[src/rtl/fetch_pkg.sv]
// fetch_pkg: shared definitions for the instruction fetch controller.
// Holds the FSM state encoding and the default address/instruction widths
// and reset PC. The HALT state only exists when FETCH_CTRL_MISALIGN_TRAP_EN
// is defined.
package fetch_pkg;

  localparam int          ADDR_WIDTH_DEF  = 32;
  localparam int          INSTR_WIDTH_DEF = 32;
  localparam logic [31:0] RESET_PC_DEF    = 32'h0000_0000;

  // Instructions are 4 bytes, so the sequential PC step is a constant 4.
  localparam int          PC_STEP = 4;

`ifdef FETCH_CTRL_MISALIGN_TRAP_EN
  typedef enum logic [1:0] {
    ST_REQ   = 2'd0,
    ST_WAIT  = 2'd1,
    ST_DRAIN = 2'd2,
    ST_HALT  = 2'd3
  } state_t;
`else
  typedef enum logic [1:0] {
    ST_REQ   = 2'd0,
    ST_WAIT  = 2'd1,
    ST_DRAIN = 2'd2
  } state_t;
`endif

endpackage

[src/rtl/fetch_ctrl.sv]
// fetch_ctrl: single-outstanding instruction fetch controller.
// Issues one imem request at a time, registers the returned instruction into
// a one-entry output slot towards decode, and handles branch/jump redirects,
// discarding responses that belong to a PC abandoned by a redirect.
// Optional feature macro: FETCH_CTRL_MISALIGN_TRAP_EN -- adds misalign_valid /
// misalign_pc outputs and a HALT state entered on a redirect to a
// non-word-aligned target. Without it the low two target bits are forced to 0.
module fetch_ctrl
  import fetch_pkg::*;
#(
  parameter int                    ADDR_WIDTH  = ADDR_WIDTH_DEF,
  parameter int                    INSTR_WIDTH = INSTR_WIDTH_DEF,
  parameter logic [ADDR_WIDTH-1:0] RESET_PC    = ADDR_WIDTH'(RESET_PC_DEF)
) (
  input  logic                   clk,
  input  logic                   reset,
  input  logic                   redirect_valid,
  input  logic [ADDR_WIDTH-1:0]  redirect_pc,
  output logic                   imem_req_valid,
  input  logic                   imem_req_ready,
  output logic [ADDR_WIDTH-1:0]  imem_req_addr,
  input  logic                   imem_rsp_valid,
  input  logic [INSTR_WIDTH-1:0] imem_rsp_data,
  output logic                   out_valid,
  input  logic                   out_ready,
  output logic [INSTR_WIDTH-1:0] out_instr,
  output logic [ADDR_WIDTH-1:0]  out_pc
`ifdef FETCH_CTRL_MISALIGN_TRAP_EN
  ,
  output logic                   misalign_valid,
  output logic [ADDR_WIDTH-1:0]  misalign_pc
`endif
);

  state_t                  state;
  logic [ADDR_WIDTH-1:0]   pc;
  logic                    req_fire;
  logic                    out_fire;
  logic                    slot_free;
  logic [ADDR_WIDTH-1:0]   redir_target;

`ifdef FETCH_CTRL_MISALIGN_TRAP_EN
  // A request may still be in flight while HALTed; remembering it lets an
  // aligned redirect route through DRAIN so the stale response is dropped.
  logic                    pending;
  logic                    pending_next;
  logic                    redir_bad;
`else
  logic                    unused_redirect_low;
`endif

  // Sequential PC step; wraps naturally modulo 2^ADDR_WIDTH.
  function automatic logic [ADDR_WIDTH-1:0] pc_inc(input logic [ADDR_WIDTH-1:0] p);
    return p + ADDR_WIDTH'(PC_STEP);
  endfunction

  // The output slot can take a new instruction if it is empty or being drained
  // this very cycle, so a request is only offered when its result has a home.
  assign slot_free      = !out_valid || out_ready;
  assign imem_req_valid = (state == ST_REQ) && slot_free;
  assign imem_req_addr  = pc;
  assign req_fire       = imem_req_valid && imem_req_ready;
  assign out_fire       = out_valid && out_ready;

`ifdef FETCH_CTRL_MISALIGN_TRAP_EN
  assign redir_target = redirect_pc;
  assign redir_bad    = (redirect_pc[1:0] != 2'b00);
`else
  assign redir_target        = {redirect_pc[ADDR_WIDTH-1:2], 2'b00};
  assign unused_redirect_low = ^redirect_pc[1:0];
`endif

`ifdef FETCH_CTRL_MISALIGN_TRAP_EN
  // Whether an imem request will still be outstanding after this edge.
  always_comb begin
    pending_next = 1'b0;
    case (state)
      ST_REQ:   pending_next = req_fire;
      ST_WAIT,
      ST_DRAIN: pending_next = !imem_rsp_valid;
      ST_HALT:  pending_next = pending && !imem_rsp_valid;
      default:  pending_next = 1'b0;
    endcase
  end
`endif

  // Fetch FSM, PC and output slot; a redirect overrides every other event.
  always_ff @(posedge clk or posedge reset) begin
    if (reset) begin
      state     <= ST_REQ;
      pc        <= RESET_PC;
      out_valid <= 1'b0;
      out_instr <= '0;
      out_pc    <= '0;
`ifdef FETCH_CTRL_MISALIGN_TRAP_EN
      misalign_valid <= 1'b0;
      misalign_pc    <= '0;
      pending        <= 1'b0;
`endif
    end else begin
`ifdef FETCH_CTRL_MISALIGN_TRAP_EN
      misalign_valid <= 1'b0;
`endif
      if (redirect_valid) begin
        pc        <= redir_target;
        out_valid <= 1'b0;
`ifdef FETCH_CTRL_MISALIGN_TRAP_EN
        pending   <= pending_next;
        if (redir_bad) begin
          misalign_valid <= 1'b1;
          misalign_pc    <= redirect_pc;
          state          <= ST_HALT;
        end else
`endif
        case (state)
          // A request accepted on the redirect edge returns stale data.
          ST_REQ:   state <= req_fire ? ST_DRAIN : ST_REQ;
          // A response arriving now is simply dropped; otherwise wait it out.
          ST_WAIT:  state <= imem_rsp_valid ? ST_REQ : ST_DRAIN;
          ST_DRAIN: state <= imem_rsp_valid ? ST_REQ : ST_DRAIN;
`ifdef FETCH_CTRL_MISALIGN_TRAP_EN
          ST_HALT:  state <= (pending && !imem_rsp_valid) ? ST_DRAIN : ST_REQ;
`endif
          default:  state <= ST_REQ;
        endcase
      end else begin
        if (out_fire) begin
          out_valid <= 1'b0;
        end
        case (state)
          ST_REQ: begin
            if (req_fire) begin
              state <= ST_WAIT;
            end
          end
          ST_WAIT: begin
            if (imem_rsp_valid) begin
              out_valid <= 1'b1;
              out_instr <= imem_rsp_data;
              out_pc    <= pc;
              pc        <= pc_inc(pc);
              state     <= ST_REQ;
            end
          end
          ST_DRAIN: begin
            if (imem_rsp_valid) begin
              state <= ST_REQ;
            end
          end
`ifdef FETCH_CTRL_MISALIGN_TRAP_EN
          ST_HALT: begin
            if (imem_rsp_valid) begin
              pending <= 1'b0;
            end
          end
`endif
          default: state <= ST_REQ;
        endcase
      end
    end
  end

endmodule

[config.mk]
export PLATFORM = sky130hd
export DESIGN_NAME = fetch_ctrl
export DESIGN_NICKNAME = d
export VERILOG_FILES = /design/src/rtl/fetch_pkg.sv /design/src/rtl/fetch_ctrl.sv
export SDC_FILE = /design/constraint.sdc
export NUM_CORES = 1
export LEC_CHECK = 0
export ABC_AREA = 1
export CAP_MARGIN = 20
export CORE_MARGIN = 2
export CORE_UTILIZATION = 40
export DETAILED_ROUTE_END_ITERATION = 7
export DONT_BUFFER_PORTS = 1
export GPL_ROUTABILITY_DRIVEN = 0
export SETUP_SLACK_MARGIN = 0.5
export SYNTH_ARGS = -nofsm -noshare
export SYNTH_HDL_FRONTEND = slang
export SYNTH_SLANG_ARGS = --single-unit
[constraint.sdc]
create_clock -name clk -period 5 [get_ports clk]
set_clock_uncertainty 0.1 [all_clocks]
set_input_delay 1 -clock clk [delete_from_list [all_inputs] [get_ports clk]]
set_output_delay 1 -clock clk [all_outputs]
set_load 0.03 [all_outputs]
==> results.txt, run 1 <==
RSZ-0062 raised after global routing -> no
Slowest-stage cell, CP -> nor2_1
slowest stage delay, CP -> 0.51 ns
IO buf count -> 0
CTS buffer count -> 9
routed wire length -> 12,230 um
Crit path required time -> 3.90 ns
final setup fails -> 0
Routed wire per std cell -> 16.33 um
most frequent cells in the layout -> 227 x nand2_1, 95 x dfrtp_1, 74 x nor2_1, 54 x nand3_1, 51 x inv_1
Filler Cells Inserted -> 1,163
P_leak -> 2.554 nW
ant diodes -> 0
Setup Buffers After CTS -> 0
sequential share of the synthesized area -> 0.5036
Crit Path Class -> flip-flop to primary output
PD cells -> 585.1 nW/um^2
Max Clock Freq -> 371.7 MHz
Period minus WS final -> 2.691 ns
antenna viol nets, final -> 0
CTS tree -> built
Post-Syn Instances -> 611
Synth area leader -> dfrtp_1
Place WS -> 2.234 ns
initial drt markers -> 260
Rel. slew slack -> 0.4749
Max-Cap Viols -> 0
DRC -> 0
Final period util -> 0.5381
drt pass-1 iters -> 5
Tot GR Track Use -> 0.1972
synthesized area per cell -> 7.726 um^2
row count -> 39
Hold Vio Cnt, Final -> 0
Worst Tran Pin Value -> 0.7877 ns
antenna violations before repair -> 0
NumNets Final -> 676
Die Y -> 112.6 um
Detailed Place HPWL -> 8718 um
largest net degree at the start of global routing -> 74
Die X -> 112.6 um
Clock Sinks -> 95
crit path capture type -> primary output
vias in the first global route -> 3,693
fraction of layout instances using a drive strength above 1 -> 0.06931
via count -> 3,868
setup_tns -> 0 ns
max-slew violations -> 0
synthesis-stage register bit count -> 95
synth warn -> 0
Unique masters post-synth -> 31
post-synth top area share -> 0.5036
H-tree depth -> 3
CTS root buffer -> clkbuf_16
Data arrival, critical path -> 1.59 ns
die area -> 12,690 um^2
gr ovfl total -> 0
most common cell after layout, fill and taps aside -> nand2_1
outcome -> complete, no violations
Synth area leaders -> dfrtp_1 50%, nand2_1 18%, nor2_1 5.9%
Clock Path Buffers -> 2
Tot Pwr -> 2.976 mW
CTS resizes -> 0
drt via density -> 5.164
first-pass GRT wire length -> 19,650 um
Final WS setup -> 2.309 ns
Core ar. -> 11,470 um^2
Max rail drop VDD -> 344.1 uV
Skew-Pair Late Insertion Delay -> 0.35 ns
Boundary Pins -> 168
area growth from synthesis to layout -> 7.739%
hold buffers post-CTS -> 0
initial core utilization -> 0.4117
critical path, cell by cell -> inv_1, ha_1, inv_1, nor2_1
Post-Syn Area -> 4721 um^2
HP Class -> flip-flop to flip-flop
startpoint types -> flip-flop
Worst-path clk slew -> 0.06 ns
maximum fanout along the worst path -> 3
Most Frequent Cell on Critical Path -> inv_1
==> sequential cells by signal (all words and copies together) (netlist names) <==
register,count
out_pc,30
imem_req_addr,30
state,2
out_valid,1
out_instr,32
==> critical path, delay by kind of cell (launching register included) <==
family,cells,cell delay (ns)
simple gates,1,0.51
buf+inv,2,0.14
fa+ha+maj,1,0.20
flops,1,0.40
==> final timing paths <==
| kind | startpoint | to | slack, ns | cells past startpoint |
|---|---|---|---|---|
| worst min register to register | state[1]$_DFFE_PP0P_ | state[1]$_DFFE_PP0P_ | 0.50 | 2 |
| max in group asynchronous | reset | state[1]$_DFFE_PP0P_ | 3.27 | 2 |
| worst min-delay path | state[1]$_DFFE_PP0P_ | state[1]$_DFFE_PP0P_ | 0.50 | 2 |
| worst max-delay path | state[1]$_DFFE_PP0P_ | imem_req_valid | 2.31 | 4 |
| min in group asynchronous | reset | out_instr[29]$_DFFE_PP0P_ | 0.58 | 1 |
| worst max register to register | state[1]$_DFFE_PP0P_ | imem_req_addr[2]$_DFFE_PP0P_ | 2.61 | 9 |
==> power by group <==
| part | internal (mW) | total (mW) | leakage (nW) | switching (mW) |
|---|---|---|---|---|
| Combinational | 0.168 | 0.459 | 1.23 | 0.290 |
| Sequential | 1.03 | 1.82 | 1.18 | 0.787 |
| Clock | 0.412 | 0.698 | 0.145 | 0.287 |
==> kinds of logic (layout without fill, tap and decap cells) <==
family / after synthesis / count (layout) / share of synthesized area
xor+xnor: 1 / 1 / 0.001856
flops: 95 / 95 / 0.5036
other cells: 1 / 4 / 0.0007944
fa+ha+maj: 4 / 4 / 0.01060
buf+inv: 81 / 73 / 0.07580
simple gates: 384 / 384 / 0.3514
compound gates: 45 / 45 / 0.05592
==> stage by stage <==
stage,util,hold slack [ns],std cells,cell area [um^2]
floorplan,-,0.4421,614,4732
global placement,0.4175,0.4673,734,4787
detailed placement,0.4175,0.4737,734,4787
CTS,0.4435,0.4870,749,5086
global route,0.4435,0.5581,749,5086
finish,0.4435,0.5017,749,5086
==> cell type report <==
type | count | area [um^2] | share of cell area
Clock inverter | 3 | 42.54 | 0.008364
Tap cell | 143 | 178.9 | 0.03518
Timing Repair Buffer | 3 | 22.52 | 0.004428
Inverter | 55 | 211.5 | 0.04157
Multi-Input combinational cell | 438 | 1997 | 0.3926
Sequential cell | 95 | 2377 | 0.4674
Clock buffer | 12 | 256.5 | 0.05043
==> metal layers <==
metal	up-vias	wire length (um)	track usage
li1	1881	-	-
met1	1832	5170	0.2638
met2	148	5914	0.3142
met3	7	1050	0.06048
met4	0	98	0.04959
met5	-	0	0
==> Yosys cell counts (all sizes together) <==
| master | instances |
|---|---|
| nand3b | 1 |
| ha | 4 |
| nand2 | 233 |
| o221ai | 1 |
| inv | 55 |
| dfrtp | 95 |
| nor2 | 89 |
| o211ai | 6 |
| a21oi | 7 |
| buf | 20 |
| nand4 | 5 |
| a22o | 4 |
| o21ai | 25 |
| conb | 1 |
| nand3 | 54 |
| a31oi | 1 |
| and2 | 1 |
| nor3 | 1 |
| o2111ai | 1 |
| xor2 | 1 |
| clkbuf | 6 |
Power figures use the tool's default switching activity.
==> inputs of run 2 (changes only) <==
==> constraint.sdc (replaced) <==
create_clock -name clk -period 2.3 [get_ports clk]
set_clock_uncertainty 0.1 [all_clocks]
set_input_delay 0.46 -clock clk [delete_from_list [all_inputs] [get_ports clk]]
set_output_delay 0.46 -clock clk [all_outputs]
set_load 0.03 [all_outputs]
==> run 2 against run 1 <==
The run now ends with negative hold slack left. Via count is essentially flat. Cell count up 1.7%. Critical path depth unchanged. Die area stayed put. Sequential share of layout area shrank 1.8 points. Critical path type unchanged.
==> results.txt, run 2 (same netlist as run 1, synthesis figures left out) <==
Skew-Pair Late Insertion Delay -> 0.35 ns (about the same)
Most Frequent Cell on Critical Path -> inv_2 (was inv_1)
Max Clock Freq -> 548.1 MHz
fraction of layout instances using a drive strength above 1 -> 0.1309 (was 0.06931)
Period minus WS final -> 1.824 ns
CTS root buffer -> clkbuf_16 (unchanged)
Final period util -> 0.7932
Top reg by flops -> out_instr (unchanged)
CTS buffer count -> 9 (unchanged)
max reg flops -> 32 (unchanged)
outcome -> finished, violations left (was complete, no violations)
vias in the first global route -> 3,719 (was 3,693)
ant diodes -> 0 (unchanged)
Slowest-stage cell, CP -> dfrtp_1 (was nor2_1)
Clock Path Buffers -> 2 (unchanged)
Rel. slew slack -> 0.6373 (was 0.4749)
gr ovfl total -> 0 (unchanged)
most frequent cells in the layout -> 227 x nand2_1, 80 x dfrtp_1, 67 x nor2_1, 54 x nand3_1, 48 x inv_1 (was 227 x nand2_1, 95 x dfrtp_1, 74 x nor2_1, 54 x nand3_1, 51 x inv_1)
drt via density -> 5.075 (was 5.164)
Core ar. -> 11,470 um^2 (unchanged)
Reg-to-Reg Start -> state[1]$_DFFE_PP0P_ (unchanged)
Filler Cells Inserted -> 1,152 (was 1,163)
Crit Path Class -> flip-flop to primary output (unchanged)
DRC -> 0 (unchanged)
IO buf count -> 0 (unchanged)
Max rail drop VDD -> 694.7 uV (was 344.1 uV)
setup_tns -> 0 ns (unchanged)
Storage cell area -> 2396 um^2 (was 2377 um^2)
critical path, cell by cell -> inv_2, ha_4, inv_2, nor2_4 (was inv_1, ha_1, inv_1, nor2_1)
Multi-input gate area -> 2042 um^2 (was 1997 um^2)
antenna violations before repair -> 0 (unchanged)
final setup fails -> 0 (unchanged)
H-tree depth -> 3 (unchanged)
Hold Vio Cnt, Final -> 7 (was 0)
row count -> 39 (unchanged)
hold buffers post-CTS -> 0 (unchanged)
initial drt markers -> 183 (was 260)
Buffers & Inverters on Critical Path -> 2 (unchanged)
HP Class -> primary input to asynchronous set/reset pin (was flip-flop to flip-flop)
Boundary Pins -> 168 (unchanged)
startpoint types -> flip-flop (unchanged)
drt pass-1 iters -> 4 (was 5)
die area -> 12,690 um^2 (unchanged)
RSZ-0062 raised after global routing -> yes (was no)
fin area -> 5329 um^2 (was 5086 um^2)
path depth of the worst reg2reg path -> 9 (unchanged)
maximum fanout along the worst path -> 4 (was 3)
Hold Slack -> -0.01973 ns (was 0.5017 ns)
Data arrival, critical path -> 1.26 ns (was 1.59 ns)
Tot GR Track Use -> 0.1958 (was 0.1972)
initial core utilization -> 0.4117 (unchanged)
post-layout util -> 0.4647 (was 0.4435)
P_leak -> 2.630 nW (was 2.554 nW)
number of cells on the critical path -> 4 (unchanged)
max-slew violations -> 0 (unchanged)
Routed wire per std cell -> 16.56 um (was 16.33 um)
CP delay by family, top -> flip-flops (was simple AND/OR/NAND/NOR gates)
Final WS setup -> 0.4756 ns (was 2.309 ns)
Worst Tran Pin Value -> 0.5441 ns (was 0.7877 ns)
Detailed Place HPWL -> 8683 um (was 8718 um)
crit path capture type -> primary output (unchanged)
Die X -> 112.6 um (unchanged)
largest net degree at the start of global routing -> 96 (was 74)
most common cell after layout, fill and taps aside -> nand2_1 (unchanged)
Clock Sinks -> 95 (unchanged)
routed wire length -> 12,620 um (was 12,230 um)
PD cells -> 1267 nW/um^2 (was 585.1 nW/um^2)
area growth from synthesis to layout -> 12.88% (was 7.739%)
Max-Cap Viols -> 0 (unchanged)
Crit path required time -> 1.74 ns (was 3.90 ns)
Worst-path clk slew -> 0.06 ns (about the same)
Place WS -> 0.3846 ns (was 2.234 ns)
slowest stage delay, CP -> 0.42 ns (was 0.51 ns)
first-pass GRT wire length -> 19,440 um (was 19,650 um)
FF-to-FF setup slack -> 0.58 ns (was 2.61 ns)
NumNets Final -> 688 (was 676)
CTS tree -> built (unchanged)
Die Y -> 112.6 um (unchanged)
placed cell areas -> 4851 um^2 (was 4787 um^2)
end of the worst register-to-register path -> out_instr[9]$_DFFE_PP0P_ (was imem_req_addr[2]$_DFFE_PP0P_)
failing checks -> negative hold slack
antenna viol nets, final -> 0 (unchanged)
via count -> 3,867 (was 3,868)
[run 2: changes by cell type in the layout (fill, tap and decap cells not counted), moves of 3 or more]
cell,delta
inv_2,+3
dfrtp_1,-15
buf_4,+6
dfrtp_2,+15
nor2_1,-7
buf_12,+3
nor2_2,+5
inv_1,-3
[run 2: repair_timing]
action,in CTS,in global routing
resized for setup,8,27
buffers inserted,2,4
setup endpoints to repair,25,42
pin swaps,1,4
endpoints found under the hold margin,0,0
gates cloned,0,1
[run 2: worst max-delay path by stage]
stage	start	end
floorplan	imem_req_addr[3]$_DFFE_PP0P_	imem_req_addr[22]$_DFFE_PP0P_
global placement	state[0]$_DFFE_PP0P_	out_instr[16]$_DFFE_PP0P_
detailed placement	state[1]$_DFFE_PP0P_	state[1]$_DFFE_PP0P_
CTS	state[0]$_DFFE_PP0P_	imem_req_valid
global route	state[0]$_DFFE_PP0P_	imem_req_valid
finish	state[0]$_DFFE_PP0P_	imem_req_valid
[run 2: area by class of cell]
type                    instances  area share
multi-input cells             438      0.3832
clock inverters                 5     0.01526
clock buffers                  11     0.04555
flip-flops and latches         95      0.4496
repair buffers                 15     0.03287
inverters                      55     0.03992
well taps                     143     0.03358
[run 2: stage by stage]
stage / total power [mW] / instances
after floorplan: 4.663 / 614
after global placement: 4.961 / 739
after detailed placement: 5.046 / 739
after CTS: 6.726 / 757
after global routing: 7.117 / 762
final: 6.753 / 762
[run 2: where the power goes]
part           switching, mW  internal (mW)  total, mW
registers               1.69           2.25       3.94
logic                  0.706          0.472       1.18
clock network          0.650          0.983       1.63
total                   3.05           3.71       6.75
[run 2: routing by layer]
layer	up-vias	global-route usage	wire [um]	share of wire
met3	17	0.06102	1105	0.088
met1	1824	0.2508	5417	0.43
met2	123	0.3110	5893	0.47
met4	0	0.07561	205	0.016
met5	-	0	0	0
li1	1903	-	-	-
[run 2: worst register-to-register path, stage by stage, from the launching register on]
cell and delay [ns]:
dfrtp_1 0.39, inv_2 0.09, ha_1 0.19, nand2_4 0.10, nor2_4 0.17, inv_2 0.07, buf_12 0.17, buf_6 0.18
nand2_1 0.07, nand2_1 0.07
==> inputs of run 3 (changes only) <==
==> constraint.sdc (replaced) <==
create_clock -name clk -period 1.5 [get_ports clk]
set_clock_uncertainty 0.1 [all_clocks]
set_input_delay 0.3 -clock clk [delete_from_list [all_inputs] [get_ports clk]]
set_output_delay 0.3 -clock clk [all_outputs]
set_load 0.03 [all_outputs]
==> run 3 against run 2 <==
The flow finishes with violations (negative hold slack, negative setup slack). Clock power grew 54%. Power up 82%. Sequential cell count did not move. Clock-buffer cell count fell by 1. Critical path depth grew 5. Utilization rose by 20 points. Sequential share of layout area is 12 points lower. Via count increased by 21%. Design area up 43%. Non-clock buffer count grew 142. Routed wire length is 31% higher. Sequential power increased by 52%. Critical endpoint is now out_instr[24]$_DFFE_PP0P_. Largest cell class is now multi-input gates. Largest power group unchanged. Highest routed layer unchanged.
==> results.txt, run 3 (same netlist as run 1, synthesis figures left out) <==
outcome -> finished, violations left (unchanged)
failing checks -> negative hold slack, negative setup slack (was negative hold slack)
gr ovfl total -> 0 (unchanged)
path depth of the worst reg2reg path -> 9 (unchanged)
Boundary Pins -> 168 (unchanged)
drt pass-1 iters -> 4 (unchanged)
PD cells -> 1614 nW/um^2 (was 1267 nW/um^2)
end of the worst register-to-register path -> out_instr[24]$_DFFE_PP0P_ (was out_instr[9]$_DFFE_PP0P_)
Final Non-Filler Cells -> 904 (was 762)
DRC -> 0 (unchanged)
fin area -> 7627 um^2 (was 5329 um^2)
most common cell after layout, fill and taps aside -> nand2_1 (unchanged)
Reg-to-Reg Start -> state[0]$_DFFE_PP0P_ (was state[1]$_DFFE_PP0P_)
antenna violations before repair -> 0 (unchanged)
Multi-input gate area -> 2536 um^2 (was 2042 um^2)
fraction of layout instances using a drive strength above 1 -> 0.4494 (was 0.1309)
Worst Tran Pin Value -> 0.6439 ns (was 0.5441 ns)
maximum fanout along the worst path -> 7 (was 4)
setup_tns -> -17.80 ns (was 0 ns)
Crit path required time -> 1.63 ns (was 1.74 ns)
Data arrival, critical path -> 1.91 ns (was 1.26 ns)
Worst-path clk slew -> 0.07 ns (was 0.06 ns)
Post-Place Cells -> 796 (was 739)
Hold Slack -> -0.1468 ns (was -0.01973 ns)
CTS root buffer -> clkbuf_16 (unchanged)
Final period util -> 1.185
area growth from synthesis to layout -> 61.57% (was 12.88%)
Filler Cells Inserted -> 890 (was 1,152)
Top reg by flops -> out_instr (unchanged)
max-slew violations -> 0 (unchanged)
Clock Sinks -> 95 (unchanged)
H-tree depth -> 3 (unchanged)
Routed wire per std cell -> 18.32 um (was 16.56 um)
Skew-Pair Late Insertion Delay -> 0.35 ns (about the same)
final setup fails -> 96 (was 0)
Final WS setup -> -0.2779 ns (was 0.4756 ns)
Max Clock Freq -> 562.5 MHz
CTS buffer count -> 9 (unchanged)
Period minus WS final -> 1.778 ns
largest net degree at the start of global routing -> 96 (unchanged)
die area -> 12,690 um^2 (unchanged)
vias in the first global route -> 4,794 (was 3,719)
Die X -> 112.6 um (unchanged)
drt via density -> 5.195 (was 5.075)
Hold Vio Cnt, Final -> 95 (was 7)
crit path capture type -> flip-flop (was primary output)
first-pass GRT wire length -> 24,500 um (was 19,440 um)
placed cell areas -> 5543 um^2 (was 4851 um^2)
routed wire length -> 16,570 um (was 12,620 um)
CTS tree -> built (unchanged)
most frequent cells in the layout -> 192 x nand2_1, 80 x dfrtp_2, 46 x buf_6, 45 x inv_1, 43 x dlygate4sd3_1 (was 227 x nand2_1, 80 x dfrtp_1, 67 x nor2_1, 54 x nand3_1, 48 x inv_1)
startpoint types -> flip-flop (unchanged)
Storage cell area -> 2477 um^2 (was 2396 um^2)
Rel. slew slack -> 0.5693 (was 0.6373)
row count -> 39 (unchanged)
ant diodes -> 0 (unchanged)
Tot GR Track Use -> 0.2479 (was 0.1958)
HP Class -> primary input to asynchronous set/reset pin (unchanged)
antenna viol nets, final -> 0 (unchanged)
Crit Path Class -> flip-flop to flip-flop (was flip-flop to primary output)
P_leak -> 3.580 nW (was 2.630 nW)
initial drt markers -> 185 (was 183)
Die Y -> 112.6 um (unchanged)
Max-Cap Viols -> 0 (unchanged)
Clock Path Buffers -> 2 (unchanged)
post-layout util -> 0.6651 (was 0.4647)
IO buf count -> 0 (unchanged)
RSZ-0062 raised after global routing -> yes (unchanged)
max reg flops -> 32 (unchanged)
NumNets Final -> 830 (was 688)
FF-to-FF setup slack -> -0.28 ns (was 0.58 ns)
Max rail drop VDD -> 1456 uV (was 694.7 uV)
via count -> 4,696 (was 3,867)
Detailed Place HPWL -> 9487 um (was 8683 um)
Core ar. -> 11,470 um^2 (unchanged)
initial core utilization -> 0.4117 (unchanged)
==> run 3: what timing repair did <==
action,4_1_cts,5_1_grt
endpoints found under the hold margin,138,96
setup buffers,25,15
hold buffers,42,1
cloned,8,1
gates resized for setup,132,115
setup endpoints to repair,189,189
pin swaps,7,50
==> run 3: worst max-delay path by stage <==
stage          slack, ns  cells after the start                 start                            end
3_3_place_gp       -0.08                      8  state[1]$_DFFE_PP0P_   imem_req_addr[9]$_DFFE_PP0P_
5_1_grt            -0.36                      9  state[0]$_DFFE_PP0P_      out_instr[24]$_DFFE_PP0P_
2_1_floorplan      -0.12                      1                 reset  imem_req_addr[10]$_DFFE_PP0P_
3_5_place_dp       -0.15                      8  state[1]$_DFFE_PP0P_   imem_req_addr[9]$_DFFE_PP0P_
6_report           -0.28                      9  state[0]$_DFFE_PP0P_      out_instr[24]$_DFFE_PP0P_
4_1_cts            -0.24                      6  state[1]$_DFFE_PP0P_                 imem_req_valid
==> run 3: area by class of cell <==
cell class | instances | share of cell area
inverter | 55 | 0.02986
multi-input combinational | 438 | 0.3325
clock buffer | 10 | 0.03133
tap | 143 | 0.02346
clock inverter | 6 | 0.01099
sequential | 95 | 0.3248
timing repair buffer | 157 | 0.2470
==> run 3: layer usage <==
layer,track usage,up-vias,share of wire
met5,0,-,0
met4,0.09350,0,0.027
met3,0.07181,36,0.078
met2,0.4204,179,0.50
met1,0.2990,2274,0.40
li1,-,2207,-
==> run 3: stage by stage <==
step | setup slack, ns | power (mW)
2_1_floorplan | -0.1171 | 7.383
6_report | -0.2779 | 12.31
5_1_grt | -0.3553 | 12.88
3_5_place_dp | -0.1512 | 8.312
3_3_place_gp | -0.07897 | 8.191
4_1_cts | -0.2440 | 11.68
==> run 3: worst max-delay path, cell delays in order (launching register included) <==
cell and delay [ns]:
dfrtp_1 0.39, buf_6 0.12, ha_4 0.13, nand2_4 0.06
nor2_4 0.20, inv_6 0.09, buf_6 0.15, bufbuf_16 0.27
nand2_1 0.07, nand2_1 0.07
==> run 3: power by group <==
part           internal, mW  switching [mW]  total, mW
clock                  1.50            1.01       2.51
combinational          1.83            1.97       3.80
sequential             3.64            2.36       6.00
total                  6.97            5.34       12.3
